--- src/rtl/nonce_sweeper.sv ---
// Nonce sweeper: loads a block header byte-wise, appends a nonce and launches the sha256 core once per
// nonce until a hash below target is found or the nonce space runs out. Define NONCE_SWEEPER_BSWAP_EN to byte-reverse the nonce field.
module nonce_sweeper #(
   parameter int HDR_BYTES = 76,
   parameter int NONCE_W   = 32
) (
   input  logic                          clk,
   input  logic                          rst,
   input  logic                          in_valid,
   input  logic [7:0]                    in_data,
   output logic                          in_ready,
   input  logic                          hdr_clear,
   input  logic [NONCE_W-1:0]            nonce_init,
   input  logic [255:0]                  target,
   input  logic                          start,
   input  logic                          abort,
   output logic                          core_rst_n,
   output logic [HDR_BYTES*8+NONCE_W-1:0] core_block,
   input  logic [255:0]                  core_hash,
   input  logic                          core_done,
   output logic                          busy,
   output logic                          found,
   output logic                          exhausted,
   output logic [NONCE_W-1:0]            found_nonce,
   output logic [31:0]                   attempts
);

   localparam int HDR_W = HDR_BYTES * 8;
   localparam int CNT_W = $clog2(HDR_BYTES + 1);

   typedef enum logic [2:0] {
      S_LOAD,
      S_READY,
      S_LAUNCH,
      S_WAIT,
      S_CHECK,
      S_FOUND,
      S_EXHAUST
   } state_t;

   state_t             state_q, state_d;
   logic [CNT_W-1:0]   byte_cnt;
   logic [HDR_W-1:0]   header_q;
   logic [NONCE_W-1:0] nonce_q;
   logic [NONCE_W-1:0] nonce_field;
   logic [255:0]       target_q;
   logic [255:0]       hash_q;
   logic               first_wait;
   logic               last_byte;
   logic               done_ok;
   logic               hit;
   logic               nonce_max;

   assign last_byte = (byte_cnt == CNT_W'(HDR_BYTES - 1));
   // A done left over from the previous launch is never trusted on the first WAIT cycle.
   assign done_ok   = core_done && !first_wait;
   assign hit       = (hash_q < target_q);
   assign nonce_max = &nonce_q;

`ifdef NONCE_SWEEPER_BSWAP_EN
   always_comb begin
      nonce_field = '0;
      for (int i = 0; i < NONCE_W / 8; i++) begin
         nonce_field[8*i +: 8] = nonce_q[NONCE_W-1-8*i -: 8];
      end
   end
`else
   assign nonce_field = nonce_q;
`endif

   assign core_block = {header_q, nonce_field};

   always_ff @(posedge clk) begin
      if (rst) begin
         state_q <= S_LOAD;
      end else begin
         state_q <= state_d;
      end
   end

   always_comb begin
      state_d    = state_q;
      in_ready   = 1'b0;
      busy       = 1'b0;
      found      = 1'b0;
      exhausted  = 1'b0;
      core_rst_n = 1'b0;
      case (state_q)
         S_LOAD: begin
            in_ready = 1'b1;
            if (!hdr_clear && in_valid && last_byte) begin
               state_d = S_READY;
            end
         end
         S_READY, S_FOUND, S_EXHAUST: begin
            found     = (state_q == S_FOUND);
            exhausted = (state_q == S_EXHAUST);
            if (hdr_clear) begin
               state_d = S_LOAD;
            end else if (start) begin
               state_d = S_LAUNCH;
            end
         end
         S_LAUNCH: begin
            busy    = 1'b1;
            state_d = abort ? S_READY : S_WAIT;
         end
         S_WAIT: begin
            busy       = 1'b1;
            core_rst_n = 1'b1;
            if (abort) begin
               state_d = S_READY;
            end else if (done_ok) begin
               state_d = S_CHECK;
            end
         end
         S_CHECK: begin
            busy       = 1'b1;
            core_rst_n = 1'b1;
            if (abort) begin
               state_d = S_READY;
            end else if (hit) begin
               state_d = S_FOUND;
            end else if (nonce_max) begin
               state_d = S_EXHAUST;
            end else begin
               state_d = S_LAUNCH;
            end
         end
         default: state_d = S_LOAD;
      endcase
   end

   // Datapath: nonce only moves on the CHECK->LAUNCH edge, so core_block is stable for a whole attempt.
   always_ff @(posedge clk) begin
      if (rst) begin
         byte_cnt    <= '0;
         header_q    <= '0;
         nonce_q     <= '0;
         target_q    <= '0;
         hash_q      <= '0;
         first_wait  <= 1'b0;
         found_nonce <= '0;
         attempts    <= '0;
      end else begin
         case (state_q)
            S_LOAD: begin
               if (hdr_clear) begin
                  byte_cnt <= '0;
               end else if (in_valid) begin
                  header_q[HDR_W-1-8*int'(byte_cnt) -: 8] <= in_data;
                  byte_cnt <= byte_cnt + CNT_W'(1);
               end
            end
            S_READY, S_FOUND, S_EXHAUST: begin
               if (hdr_clear) begin
                  byte_cnt <= '0;
               end else if (start) begin
                  nonce_q  <= nonce_init;
                  target_q <= target;
                  attempts <= '0;
               end
            end
            S_LAUNCH: begin
               first_wait <= 1'b1;
            end
            S_WAIT: begin
               first_wait <= 1'b0;
               if (!abort && done_ok) begin
                  hash_q <= core_hash;
               end
            end
            S_CHECK: begin
               if (!abort) begin
                  if (attempts != 32'hFFFF_FFFF) begin
                     attempts <= attempts + 32'd1;
                  end
                  if (hit) begin
                     found_nonce <= nonce_q;
                  end else if (!nonce_max) begin
                     nonce_q <= nonce_q + NONCE_W'(1);
                  end
               end
            end
            default: ;
         endcase
      end
   end

endmodule

--- config.mk ---
export PLATFORM = sky130hd
export DESIGN_NAME = nonce_sweeper
export DESIGN_NICKNAME = d
export VERILOG_FILES = /design/src/rtl/nonce_sweeper.sv
export SDC_FILE = /design/constraint.sdc
export NUM_CORES = 2
export LEC_CHECK = 0
export BUFFER_PORTS_ARGS = -buffer_cell sky130_fd_sc_hd__buf_2
export CORE_AREA = 2 2 499 501
export CTS_BUF_LIST = sky130_fd_sc_hd__clkbuf_4
export CTS_CLUSTER_DIAMETER = 80
export CTS_CLUSTER_SIZE = 14
export DETAILED_ROUTE_END_ITERATION = 12
export DIE_AREA = 0 0 501 503
export MAX_ROUTING_LAYER = met4
export SLEW_MARGIN = 20
export SYNTH_ARGS = -nofsm -noshare
export SYNTH_HDL_FRONTEND = slang
export SYNTH_SLANG_ARGS = --single-unit
--- constraint.sdc ---
create_clock -name clk -period 6.1 [get_ports clk]
set_input_delay 0.915 -clock clk [delete_from_list [all_inputs] [get_ports clk]]
set_output_delay 0.915 -clock clk [all_outputs]
set_load 0.005 [all_outputs]
==> results by stage <==
Floorplanning:
- The region available for standard cell placement spans 0.247 mm^2.
- The die boundary height is 503 um.
- The number of placement rows is 183.
- Once the floorplan was initialized, standard cells occupied 20.5% of the core.
- For this design the top-level I/O count stands at 1,268.
- The die covers 0.252 mm^2.
- The die is 501 um wide.

STA:
- Across the routed clock network, the largest skew measured is 0.138 ns.
- In the post-route analysis, the smallest setup slack over all paths is 1.69 ns.
- The total negative slack is 0 ns.
- At the pin with the least slew margin, the transition time is 1.23 ns.
- The final count of pins violating max slew is 0.
- Setup repair after global routing left no endpoint under its margin.
- Dividing the final minimum period by the clock period gives 72.2%.
- The normalized max-slew margin is 18.0%.
- The worst path in the final design needs a cycle of 4.41 ns, including I/O delays and setup.
- Final hold analysis gives a worst-case slack of 0.270 ns.
- The total setup violations reported at the end of the flow is 0.
- The maximum clock frequency is 227 MHz.
- The number of failing hold endpoints at the final stage came to 0.

Clock tree:
- The clock tree from TritonCTS is done.
- The tree is rooted in a clkbuf_4.
- The H-tree was split into 3 levels.
- The register clock-pin slew on the reported worst setup and hold paths is 0.15 ns.
- The clock buffer count from CTS is 105.
- The clock insertion delay at the later pin of the skew report is 1.21 ns.
- The TritonCTS sink count is 1,227.
- The post-CTS resize count is 0.
- In this run the deepest clock path goes through 3 buffers.
- Post-CTS timing repair inserted 0 buffers for setup.

Critical path:
- The launch point of the critical path is target_q[15].
- The worst register-to-register path ends at nonce_field[10].
- The highest fanout seen on the critical path is 26.
- The required arrival time at the worst endpoint is 7.17 ns.
- The startpoint identified for the worst register-to-register timing path is target_q[15].
- STA classifies the critical path startpoint as a flip-flop.
- Counting cells, the worst reg-to-reg path comes to 12.
- The category of the most critical setup path is flip-flop to flip-flop.
- Following the worst setup path forward leads to its endpoint at nonce_field[10].
- Data on the critical path arrives at its endpoint at 5.48 ns.
- The worst reg-to-reg setup slack is 1.69 ns.
- The kind of end point of the critical path is a flip-flop.

Power:
- The switching component of the power is 3.27 mW.
- The internal power contribution is 9.52 mW.
- In this run, the clock network consumes 30.8% of the power.
- The maximum vdd ir drop is 0.174 mV.
- Power spread over the standard cell area amounts to 189 mW/mm^2.
- Overall power consumption after layout is estimated at 12.8 mW.
- The standby leakage power is 27.4 nW.
- In this run, the combinational gates consume 6.5% of the power.
- Per report_power, the sequential group accounts for 62.7% of the total.
- The net switching fraction of the power is 25.6%.

Global routing:
- The pin count of the biggest net entering global routing is 205.
- The via count of the first global-routing pass is 45.9k.
- Across every metal layer, demand over resource in global routing totals 15.6%.
- The number of antenna violations at the first check in global routing is 24.
- The overall overflow remaining after global route is 0.
- The first global-routing pass estimated 292 mm of wire.

Yosys:
- The number of nets in the synthesized netlist is 6,703.
- In this run, synthesis produced a sequential element count of 1,227.
- The number of cells produced by synthesis is 5,884.
- The number of different library cells in the post-synthesis netlist is 68.
- After synthesis, flip-flops and latches occupy 48.4% of the total area.
- The most frequently used flop master after synthesis is dfxtp_1.
- The number of synthesized flops with an enable pin is 0.
- The async set or reset register ratio after synthesis is 0%.
- The cell area that synthesis handed to floorplanning was 0.0507 mm^2.
- Averaged over all synthesized cells, the footprint is 8.62 um^2.
- The total of warnings raised by yosys is 0.

Place:
- The placed instance area is 0.0605 mm^2.
- Buffers placed on the I/O ports in this run total 1,267.
- After legalization and detailed placement, the total HPWL measured 146 mm.
- The setup slack after placement is 0.856 ns.
- At the end of routability-driven placement, the weighted congestion stood at 0.881.

Detailed routing:
- The total wire length is 202 mm.
- The first detailed-routing pass ran for 6 iterations.
- The detailed router placed 46.9k vias in this run.
- The average wire per standard cell is 18.6 um.
- Dividing the detail-routed via count by the number of cells gives 4.32.
- The remaining design rule violation count is 0.
- The final antenna-violating net count is 0.
- The count of routing violations after the opening detailed-route iteration is 3,639.

Cells and area:
- After the last flow step, the layout net total stands at 8,385.
- Compared with the post-synthesis result, the final layout area differs by 33.6%.
- Cells with a size suffix above 1 make up 20.5% of the layout.
- After routing the design area is 0.0678 mm^2.

Min path:
- The class of the tightest hold or removal check is input port to flip-flop.

Run:
- Max-cap violations in this run came to 0.

Status:
- The flow ran to the end, and the final reports show no timing, DRC or antenna violations.
## final cells by class
class,count,area (um^2)
antenna,36,90.1
clock buffer,108,811
clock inverter,26,363
fill,26500,179000
inverter,269,1010
multi-input combinational,4029,23800
sequential,1227,24600
tap,3237,4050
timing repair buffer,1934,13100
## synthesized netlist by cell type, types with 10 or more instances
| cell type | instances | area share [%] |
|---|---|---|
| a211oi_1 | 19 | 0.28 |
| a21o_1 | 19 | 0.28 |
| a21oi_1 | 656 | 6.5 |
| and2_1 | 11 | 0.14 |
| and3_1 | 10 | 0.12 |
| and4_1 | 10 | 0.17 |
| buf_1 | 44 | 0.33 |
| buf_2 | 13 | 0.13 |
| clkbuf_1 | 296 | 2.2 |
| dfxtp_1 | 1227 | 48 |
| ha_1 | 260 | 6.4 |
| inv_1 | 269 | 2.0 |
| mux2i_1 | 627 | 12 |
| nand2_1 | 1171 | 8.7 |
| nand2b_1 | 13 | 0.16 |
| nand3_1 | 72 | 0.71 |
| nand4_1 | 57 | 0.70 |
| nor2_1 | 730 | 5.4 |
| nor2_2 | 60 | 0.74 |
| nor2b_1 | 17 | 0.21 |
| nor3_1 | 42 | 0.41 |
| nor4_1 | 17 | 0.21 |
| o211ai_1 | 21 | 0.31 |
| o21ai_0 | 75 | 0.74 |
| xor2_1 | 25 | 0.43 |
## critical path: stages, from the launching register on
cell      delay (ns)
dfxtp_1         0.36
inv_1           0.05
ha_1            0.32
and2_1          0.19
a21oi_2         0.46
nand3_1         0.25
o21ai_1         0.55
a21oi_1         0.25
o2111a_1        0.46
o21ai_2         0.19
buf_4           0.32
a21o_1          0.66
o21ai_0         0.20
## worst min path at each step
stage / start / end / slack (ns) / cells past startpoint
4_1_cts: in_data[3] / header_q[251] / 0.0005 / 3
5_1_grt: in_data[2] / header_q[234] / 0.09 / 4
6_report: in_data[2] / header_q[250] / 0.27 / 4
3_3_place_gp: header_q[293] / header_q[293] / 0.44 / 2
3_5_place_dp: header_q[289] / header_q[289] / 0.44 / 2
2_1_floorplan: hash_q[0] / hash_q[0] / 0.43 / 2
## layer usage
layer	vias to the layer above	global-route usage (%)	wire (um)
met5	-	-	0
met4	0	6.24	8080
met3	321	3.60	14400
met2	1694	26.2	96300
met1	22100	17.8	83200
li1	22800	-	-
## cell usage in the layout (no fill, tap or decap), types with 11 or more instances in the layout
| master | n |
|---|---|
| nor2_1 | 728 |
| nand3_1 | 71 |
| a21oi_1 | 655 |
| buf_2 | 1258 |
| a21o_1 | 19 |
| buf_4 | 59 |
| nand2_1 | 1169 |
| dfxtp_1 | 1227 |
| nand4_1 | 57 |
| buf_12 | 15 |
| a211oi_1 | 19 |
| diode_2 | 36 |
| inv_1 | 269 |
| nor4_1 | 17 |
| ha_1 | 260 |
| dlygate4sd3_1 | 600 |
| nor2_2 | 60 |
| o211ai_1 | 21 |
| xor2_1 | 25 |
| and2_1 | 11 |
| o21ai_0 | 74 |
| nand2b_1 | 12 |
| nor3_1 | 41 |
| clkbuf_4 | 108 |
| mux2i_1 | 627 |
| nor2b_1 | 16 |
## sequential cells by signal, indices dropped and copies added, names as in the netlist
name and flops:
target_q 256, nonce_field 32, byte_cnt 7, attempts 32
found_nonce 32, header_q 608, hash_q 256, first_wait 1
state_q 3
## through the flow
stage          std cells  util, %
4_1_cts            10800     27.4
6_report           10900     27.4
3_3_place_gp       10100     24.5
5_1_grt            10900     27.4
2_1_floorplan       5884        -
3_5_place_dp       10100     24.5
## timing repair
item,CTS,global route
hold buffers,600,0
endpoints found under the hold margin,577,0
setup endpoints to repair,0,0
## cells by family after synthesis
kind of cell    Yosys count  synth area share (%)
compound gates          869                  9.38
xor+xnor                 34                 0.587
fa+ha+maj               260                  6.41
buf+inv                 628                  4.74
flops                  1227                  48.4
mux                     627                  12.4
simple gates           2239                  18.1
## power groups by stage
stage	Sequential [mW]	Combinational, mW	Clock [mW]
global route	8.03	0.866	4.40
CTS	8.02	0.815	4.15
floorplan	8.20	0.193	0
finish	8.02	0.829	3.94
detailed placement	8.20	0.521	0
global placement	8.20	0.524	0
No activity file was read; power rests on OpenSTA's default activity.
